--- src/rtl/elevator_pkg.sv ---
// elevator_pkg
//   Shared definitions for the elevator cabin request scheduler and the
//   downstream motor/door stage (elevator_function).
//   - sched_state_t : scheduler FSM state encoding
//   - DEFAULT_FLOORS / DEFAULT_DOOR_CYCLES : default build parameters
package elevator_pkg;

    localparam int DEFAULT_FLOORS      = 32;
    localparam int DEFAULT_DOOR_CYCLES = 8;

    typedef enum logic [2:0] {
        IDLE      = 3'd0,
        MOVE_UP   = 3'd1,
        MOVE_DOWN = 3'd2,
        DOOR_OPEN = 3'd3,
        HALT      = 3'd4
    } sched_state_t;

endpackage

--- src/rtl/elevator_req_scan.sv ---
// elevator_req_scan
//   Purely combinational scan of the pending-request vector against the
//   cabin position.
//   Ports:
//     i_pending  [FLOORS] outstanding requests, bit i = floor i
//     i_position [POS_W]  current/last floor index
//     o_here              request pending at i_position
//     o_above             any request at a floor above i_position
//     o_below             any request at a floor below i_position
//   A position outside 0..FLOORS-1 reports no request anywhere.
module elevator_req_scan #(
    parameter int FLOORS = 32,
    parameter int POS_W  = $clog2(FLOORS)
) (
    input  logic [FLOORS-1:0] i_pending,
    input  logic [POS_W-1:0]  i_position,
    output logic              o_here,
    output logic              o_above,
    output logic              o_below
);

    logic [31:0] w_pos_u;
    logic        w_pos_valid;
    logic        w_here;
    logic        w_above;
    logic        w_below;

    assign w_pos_u     = 32'(i_position);
    assign w_pos_valid = (w_pos_u < 32'(FLOORS));

    always_comb begin
        w_here  = 1'b0;
        w_above = 1'b0;
        w_below = 1'b0;
        for (int unsigned i = 0; i < FLOORS; i++) begin
            if (i_pending[i]) begin
                if (i == w_pos_u)
                    w_here = 1'b1;
                else if (i > w_pos_u)
                    w_above = 1'b1;
                else
                    w_below = 1'b1;
            end
        end
    end

    // An out-of-range position would otherwise see every request as "below".
    assign o_here  = w_here;
    assign o_above = w_above;
    assign o_below = w_below & w_pos_valid;

endmodule

--- src/rtl/elevator_scheduler.sv ---
// elevator_scheduler
//   Cabin request scheduler: latches hall and cabin presses into a pending
//   vector, picks the next target with a direction-preserving sweep, and
//   drives motor direction and door timing. off_btn performs an orderly stop
//   at the next floor and parks the cabin (HALT).
//   Ports:
//     clock, reset        single clock, synchronous active-high reset
//     off_btn             level, stop service and park
//     position, at_floor  cabin floor index and alignment flag
//     floor_press_event   one-cycle hall-call pulses
//     cabin_press_event   one-cycle cabin-button pulses
//     motor_up/motor_down drive direction (never both set)
//     door                door open
//     dir_up              sweep direction (1 = up)
//     pending             outstanding requests
//     busy                state is not IDLE
//   Build option: define ELEVATOR_SCHED_DOOR_HOLD_EN to let a press for the
//   current floor during DOOR_OPEN restart the door dwell.
module elevator_scheduler
    import elevator_pkg::*;
#(
    parameter int FLOORS      = DEFAULT_FLOORS,
    parameter int DOOR_CYCLES = DEFAULT_DOOR_CYCLES,
    parameter int POS_W       = $clog2(FLOORS)
) (
    input  logic              clock,
    input  logic              reset,
    input  logic              off_btn,
    input  logic [POS_W-1:0]  position,
    input  logic              at_floor,
    input  logic [FLOORS-1:0] floor_press_event,
    input  logic [FLOORS-1:0] cabin_press_event,
    output logic              motor_up,
    output logic              motor_down,
    output logic              door,
    output logic              dir_up,
    output logic [FLOORS-1:0] pending,
    output logic              busy
);

    localparam int              TMR_W      = $clog2(DOOR_CYCLES);
    localparam logic [TMR_W-1:0] TIMER_LOAD = TMR_W'(DOOR_CYCLES - 1);

    sched_state_t      r_state;
    logic [FLOORS-1:0] r_pending;
    logic              r_dir_up;
    logic [TMR_W-1:0]  r_timer;

    logic              w_here;
    logic              w_above;
    logic              w_below;
    logic [31:0]       w_pos_u;
    logic [FLOORS-1:0] w_pos_mask;
    logic [FLOORS-1:0] w_press;
    logic [FLOORS-1:0] w_pend_acc;
    logic [FLOORS-1:0] w_pend_open;
    logic              w_at_top;
    logic              w_at_bottom;
    logic              w_hold;

    elevator_req_scan #(
        .FLOORS (FLOORS),
        .POS_W  (POS_W)
    ) u_scan (
        .i_pending  (r_pending),
        .i_position (position),
        .o_here     (w_here),
        .o_above    (w_above),
        .o_below    (w_below)
    );

    assign w_pos_u     = 32'(position);
    assign w_at_top    = (w_pos_u == 32'(FLOORS - 1));
    assign w_at_bottom = (w_pos_u == '0);

    always_comb begin
        w_pos_mask = '0;
        for (int unsigned i = 0; i < FLOORS; i++)
            w_pos_mask[i] = (i == w_pos_u);
    end

    assign w_press     = floor_press_event | cabin_press_event;
    assign w_pend_acc  = r_pending | w_press;
    // Entering or sitting in DOOR_OPEN serves the current floor, so a press
    // for it in the same cycle is absorbed rather than re-queued.
    assign w_pend_open = w_pend_acc & ~w_pos_mask;

`ifdef ELEVATOR_SCHED_DOOR_HOLD_EN
    assign w_hold = |(w_press & w_pos_mask);
`else
    assign w_hold = 1'b0;
`endif

    always_ff @(posedge clock) begin
        if (reset) begin
            r_state   <= IDLE;
            r_pending <= '0;
            r_dir_up  <= 1'b1;
            r_timer   <= '0;
        end else begin
            case (r_state)
                IDLE: begin
                    r_pending <= w_pend_acc;
                    if (off_btn) begin
                        r_state   <= HALT;
                        r_pending <= '0;
                    end else if (w_here && at_floor) begin
                        r_state   <= DOOR_OPEN;
                        r_timer   <= TIMER_LOAD;
                        r_pending <= w_pend_open;
                    end else if (w_above && (r_dir_up || !w_below)) begin
                        r_state  <= MOVE_UP;
                        r_dir_up <= 1'b1;
                    end else if (w_below) begin
                        r_state  <= MOVE_DOWN;
                        r_dir_up <= 1'b0;
                    end
                end

                MOVE_UP, MOVE_DOWN: begin
                    r_pending <= w_pend_acc;
                    if (at_floor) begin
                        if (w_here) begin
                            r_state   <= DOOR_OPEN;
                            r_timer   <= TIMER_LOAD;
                            r_pending <= w_pend_open;
                        end else if (off_btn) begin
                            r_state   <= HALT;
                            r_pending <= '0;
                        end else if (r_state == MOVE_UP) begin
                            if (!w_above || w_at_top)
                                r_state <= IDLE;
                        end else begin
                            if (!w_below || w_at_bottom)
                                r_state <= IDLE;
                        end
                    end
                end

                DOOR_OPEN: begin
                    r_pending <= w_pend_open;
                    if (w_hold) begin
                        r_timer <= TIMER_LOAD;
                    end else if (r_timer == '0) begin
                        if (off_btn) begin
                            r_state   <= HALT;
                            r_pending <= '0;
                        end else begin
                            r_state <= IDLE;
                        end
                    end else begin
                        r_timer <= r_timer - 1'b1;
                    end
                end

                HALT: begin
                    r_pending <= '0;
                    if (!off_btn)
                        r_state <= IDLE;
                end

                default: begin
                    r_state   <= IDLE;
                    r_pending <= '0;
                end
            endcase
        end
    end

    assign motor_up   = (r_state == MOVE_UP);
    assign motor_down = (r_state == MOVE_DOWN);
    assign door       = (r_state == DOOR_OPEN) || ((r_state == HALT) && at_floor);
    assign busy       = (r_state != IDLE);
    assign dir_up     = r_dir_up;
    assign pending    = r_pending;

endmodule

--- config.mk ---
export PLATFORM = sky130hd
export DESIGN_NAME = elevator_scheduler
export DESIGN_NICKNAME = d
export VERILOG_FILES = /design/src/rtl/elevator_pkg.sv /design/src/rtl/elevator_req_scan.sv /design/src/rtl/elevator_scheduler.sv
export SDC_FILE = /design/constraint.sdc
export NUM_CORES = 1
export LEC_CHECK = 0
export CAP_MARGIN = 20
export CORE_MARGIN = 1
export CORE_UTILIZATION = 41
export CTS_CLUSTER_SIZE = 40
export DETAILED_ROUTE_END_ITERATION = 7
export PLACE_DENSITY = 0.84
export RECOVER_POWER = 50
export SLEW_MARGIN = 25
export SYNTH_ARGS = -nofsm -noshare
export SYNTH_HDL_FRONTEND = slang
export SYNTH_SLANG_ARGS = --single-unit
--- constraint.sdc ---
create_clock -name clock -period 2.7 [get_ports clock]
set_clock_uncertainty 0.1 [all_clocks]
set_input_delay 0.405 -clock clock [delete_from_list [all_inputs] [get_ports clock]]
set_output_delay 0.405 -clock clock [all_outputs]
set_load 0.01 [all_outputs]
==> impl_metrics.json <==
{
  "place_area_sq_um": 4940,
  "power_density_nw_per_um2": 673,
  "ir_worst_vdd_uv": 748,
  "area_growth_pct": 81.3,
  "fp.dieH_um": 88.9,
  "synth_nets": 470,
  "final_util": 0.770,
  "drtPass1Iterations": 5,
  "rsz0062_at_grt": "true",
  "gp_congestion": 0.973,
  "finalPower_mw": 3.78,
  "cp_top_family": "compound AO/OA/AOI/OAI gates",
  "via_per_inst": 6.31,
  "cts_tree": "built",
  "cp_max_fo": 10,
  "cpMaxStageDelayCell": "a2111oi_2",
  "ys.flop_type": "dfxtp_1",
  "slew_viol_final": 0,
  "pre_cts_slack_ps": -670,
  "fmax_mhz": 377,
  "antenna_found_initial": 0,
  "synth_top_area_cell": "dfxtp_1",
  "hold_viol": 0,
  "crit_cells": 11,
  "synth-edff-count": 0,
  "die_x_um": 88.9,
  "synth.distinct_cells": 73,
  "cp.arrival_ps": 2760,
  "async_flop_share": 0,
  "grt_usage": 0.407,
  "cp-start-kind": "input port",
  "r2r_slack_ps": 80,
  "yosysTopAreaCellShare": 0.252,
  "core_area_sq_um": 7290,
  "grt_max_degree": 25,
  "min_path_type": "reg -> reg",
  "worstHoldStart": "r_timer[0]",
  "grt_overflow": 0,
  "path_cells": "buf_2 -> bufbuf_16 -> nand2_1 -> o21ai_0 -> a221oi_2 -> a2111oi_2 -> buf_4 -> o211ai_1 -> a32oi_1 -> o31a_2 -> mux2_4",
  "io_pins": 110,
  "cts-root-buf": "clkbuf_8",
  "reg2reg_depth": 9,
  "port_buffers": 109,
  "dp_hpwl_um": 11500,
  "ant_nets": 0,
  "n_antenna_cell": 0,
  "ys_warn_count": 0,
  "cts_hold_buf": 0,
  "cts_max_level": 2,
  "route.detailed.wl_per_inst_um": 22.8,
  "wl_um": 15800,
  "min_to": "r_timer[0]",
  "yosys-top-cells-area": "dfxtp_1, a211oi_1, a21oi_1",
  "fin_area_sq_um": 5610,
  "tightest_slew_ps": 510,
  "netlist_instances": 395,
  "r2r-end": "r_timer[2]",
  "ys_seq_area_frac": 0.252,
  "slew_headroom": 0.656,
  "hold_ws_ps": 391,
  "ys_ff_latch": 39,
  "p_leak_nw": 2.20,
  "criticalPathCategory": "in -> reg",
  "setup_viol": 0,
  "clock_path_buffers": 2,
  "fin_crit_sh": 0.983,
  "num_vias": 4394,
  "grt_pass1_vias": 4122,
  "cp_num_buf_inv": 3,
  "path_clk_slew_ps": 90,
  "grt_pass1_wl_um": 23400,
  "cts.sinks": 39,
  "status": "finished clean",
  "crit_required_ps": 2800,
  "worst_path_largest_cell_delay_ps": 440,
  "nets": 671,
  "fin_ws_ps": 45.2,
  "initial_utilization": 0.425,
  "r2r-start": "pending[10]",
  "min_path_cells": 1,
  "crit_path_end_kind": "flop",
  "drive_gt1_frac": 0.318,
  "die_area_sq_um": 7900,
  "avgSynthCellArea_sq_um": 7.84,
  "max-cap-violations": 0,
  "dr.first_iter.drc_count": 543,
  "drc": 0,
  "netlist_area_sq_um": 3100,
  "clk_latency_ps": 310,
  "fin_crit_ps": 2650,
  "cts_made_buffers": 5,
  "rows": 31
}
power by group:
| group | switching [mW] | total (mW) | internal, mW |
|---|---|---|---|
| Sequential | 0.237 | 0.967 | 0.729 |
| Combinational | 1.16 | 2.37 | 1.21 |
| Clock | 0.258 | 0.439 | 0.181 |
| Total | 1.66 | 3.78 | 2.12 |
how the worst max path moves through the flow:
stage                           start         end  slack (ps)
after floorplan           position[0]  r_state[0]         150
after global placement    position[1]  r_state[0]        -670
after detailed placement  position[4]  r_timer[2]        -670
after CTS                 position[0]  pending[2]         0.3
after global routing      position[1]  r_state[0]         -40
final                     position[1]  r_state[0]          50
per-layer routing:
layer  wire length, um  GRT usage  up-vias
met2              6890      0.627      328
met5                 0          0        -
met1              6510      0.550     2053
li1                  -          -     1940
met4               785      0.180        0
met3              1660     0.0822       73
cell usage in the layout, fill, tap and decap left out, drive strengths merged, types with 9 or more instances in the layout:
master         Yosys  routed
a211oi            26      26
nand3b            13      13
nand2             25      25
dlygate4sd3        0      25
a21oi             35      35
clkdlybuf4s50      0      79
dfxtp             39      39
nor2              32      32
o21ai             17      17
a311oi             9       9
buf               26     111
inv               12      11
nor3              33      33
synth_stat cells (all sizes together), types with 7 or more instances:
library cell / number
o21ai: 17
nand3: 7
a21oi: 35
buf: 26
nor3: 33
o31ai: 8
nand2: 25
nor2b: 7
nor2: 32
dfxtp: 39
a211oi: 26
inv: 12
nand3b: 13
nand2b: 7
a311oi: 9
cell type report:
class	instances	area (sq um)
tap	99	124
clock inverter	3	20.0
clock buffer	5	68.8
sequential	39	781
timing repair buffer	222	2190
fill	534	1680
multi-input combinational	316	2380
inverter	12	48.8
cell families (layout without fill, tap and decap cells):
| logic type | count (synthesis) | count (layout) | synth area share |
|---|---|---|---|
| adders and majority gates | 2 | 2 | 0.00808 |
| AOI/OAI and AO/OA | 150 | 150 | 0.356 |
| DFF | 39 | 39 | 0.252 |
| muxes | 7 | 7 | 0.0243 |
| and+or+nand+nor | 157 | 157 | 0.281 |
| buffers and inverters | 40 | 242 | 0.0788 |
worst reg2reg max path, stage by stage, from the launching register on:
cell and delay (ps):
dfxtp_1 590, nand3_1 190, a211oi_2 260, nor4_1 80, buf_4 150, o2111ai_2 290, nand2_1 110, a221oi_2 360
nand2_1 110, a32o_1 270
sequential cells by signal, indices dropped and copies added, names as in the netlist:
signal / count
pending: 32
r_timer: 3
dir_up: 1
r_state: 3
per-stage QoR:
step                      TNS [ps]  std cells
final                            0        696
after floorplan                  0        395
after global routing          -114        696
after detailed placement    -22190        670
after CTS                        0        694
after global placement      -21130        670
timing repair:
action	in CTS	in global routing
resized for setup	40	49
cloned	4	1
pin swaps	14	21
setup endpoints to repair	39	38
setup buffers	14	1
(Power assumes the default switching activity.)
==> variant, RTL diff (same settings) <==
Put a register stage on the outputs `motor_up`, `motor_down`, `door` and `busy`, cleared by the reset. The values now appear one clock later. The other outputs are not delayed to match.
--- a/src/rtl/elevator_scheduler.sv
+++ b/src/rtl/elevator_scheduler.sv
@@ -167,10 +167,19 @@
         end
     end
 
-    assign motor_up   = (r_state == MOVE_UP);
-    assign motor_down = (r_state == MOVE_DOWN);
-    assign door       = (r_state == DOOR_OPEN) || ((r_state == HALT) && at_floor);
-    assign busy       = (r_state != IDLE);
+    always_ff @(posedge clock) begin
+        if (reset) begin
+            motor_up   <= '0;
+            motor_down <= '0;
+            door       <= '0;
+            busy       <= '0;
+        end else begin
+            motor_up   <= (r_state == MOVE_UP);
+            motor_down <= (r_state == MOVE_DOWN);
+            door       <= (r_state == DOOR_OPEN) || ((r_state == HALT) && at_floor);
+            busy       <= (r_state != IDLE);
+        end
+    end
     assign dir_up     = r_dir_up;
     assign pending    = r_pending;
 
Function: changed (Yosys sat finds a counterexample within 4 cycles, from zero or initial values and one cycle with reset high).
==> variant against the original RTL <==
- hold slack worse by 0.014 ns
- clock power down 4%
- largest power group unchanged
- register-to-register slack about the same
- sequential cell count up 4
- cell area down 2.0%
- total power down 16%
- area after synthesis up 1.2%
- via count up 1.8%
- utilization down 2.0 points
- setup slack better by 0.022 ns
- die area up 1.2%
- wire length down 5.6%
- global-route usage down 2.3 points
==> variant: results (changes against the original RTL) <==
PLACEMENT
---------------------------------------------------------------------------
Final weighted congestion in routability-driven placement             1.036   was 0.9732
Estimated wirelength of the detail-placed design                   11.15 mm   was 11.53 mm
Worst slack after detailed placement                             -0.6570 ns   was -0.6701 ns
Placed standard-cell area                                          5012 um2   was 4937 um2

CELLS AND AREA
---------------------------------------------------------------------------
Clock buffer and inverter area fraction after layout                0.01479   was 0.01583
Finished layout cell area                                          5499 um2   was 5613 um2
Share of layout cells above drive strength 1                         0.2906   was 0.3183
Nets@finish                                                             690   was 671
Area of the multi-input gates                                      2303 um2   was 2377 um2
Register area                                                     863.3 um2   was 780.7 um2
Filler cell count                                                       559   was 534
Non-clock inverter count                                                 11   was 12
Non-clock buffer share                                               0.3793   was 0.3908

SETUP PATH
---------------------------------------------------------------------------
Peak fanout along the critical path                                       5   was 10
RR Startpoint                                                  pending[17]$_SDFF_PP0_   was pending[10]$_SDFF_PP0_
Cells on worst reg2reg path                                               8   was 9

CLOCK NETWORK
---------------------------------------------------------------------------
Number of setup buffers added after CTS                                   0   was 14
Gates resized, CTS repair                                                44   was 40

ROUTE
---------------------------------------------------------------------------
Post-detailed-route wirelength per cell                            20.92 um   was 22.77 um
Vias per inst                                                         6.256   was 6.313

GLOBAL ROUTE
---------------------------------------------------------------------------
Number of global-route vias before repair                              4195   was 4122
Overall fraction of global-route tracks in use                       0.3837   was 0.4070
Maximum number of pins on one net before global-route repair             20   was 25
Met1 usage in global routing                                         0.4986   was 0.5502
GR met3 Demand/Resource                                             0.05171   was 0.08218

RUN STATUS
---------------------------------------------------------------------------
Status                                                         finished clean   unchanged

YOSYS
---------------------------------------------------------------------------
Net count of the mapped netlist                                         496   was 470
Count of different cell masters after synthesis                          65   was 73
Top cells by area, synth                                       dfxtp_1, nor3_1, a211oi_1   was dfxtp_1, a211oi_1, a21oi_1
Synthesized area divided by synthesized cell count                7.439 um2   was 7.837 um2
Ranking of synthesized cells by instance count                 dfxtp_1, nor3_1, nor2_1   was dfxtp_1, a21oi_1, nor2_1, nor3_1, a211oi_1

PWR
---------------------------------------------------------------------------
Leakage Power                                                   0.002150 uW   was 0.002199 uW

FLOORPLAN
---------------------------------------------------------------------------
Core footprint                                                     7331 um2   was 7292 um2

STA
---------------------------------------------------------------------------
Relative slew margins                                                0.6216   was 0.6563
WHS                                                               0.3779 ns   was 0.3914 ns

==> variant: cell families after synthesis <==
family	count (synthesis)	share of synthesized area
mux	6	0.01958
flops	43	0.2749
fa+ha+maj	3	0.01158
simple gates	184	0.3016
compound gates	141	0.3240
buf+inv	44	0.06832
==> variant: critical path, stage by stage <==
cell and delay, ns:
buf_2 0.13, buf_6 0.13, maj3_2 0.31, a2bb2oi_2 0.14, o31ai_2 0.28, o2111ai_2 0.19, or4b_4 0.59, a32oi_2 0.22
o211ai_2 0.15, mux2i_1 0.21
==> variant: power breakdown <==
group | switching, uW | internal, uW
registers | 224 | 759
clock network | 238 | 182
logic | 834 | 937
total | 1300 | 1880
==> variant: per-layer routing <==
metal | share of wire | wire length (um) | up-vias
met5 | 0 | 0 | -
met2 | 0.46 | 6940 | 302
li1 | - | - | 2016
met3 | 0.083 | 1247 | 61
met1 | 0.41 | 6207 | 2094
met4 | 0.038 | 565 | 0
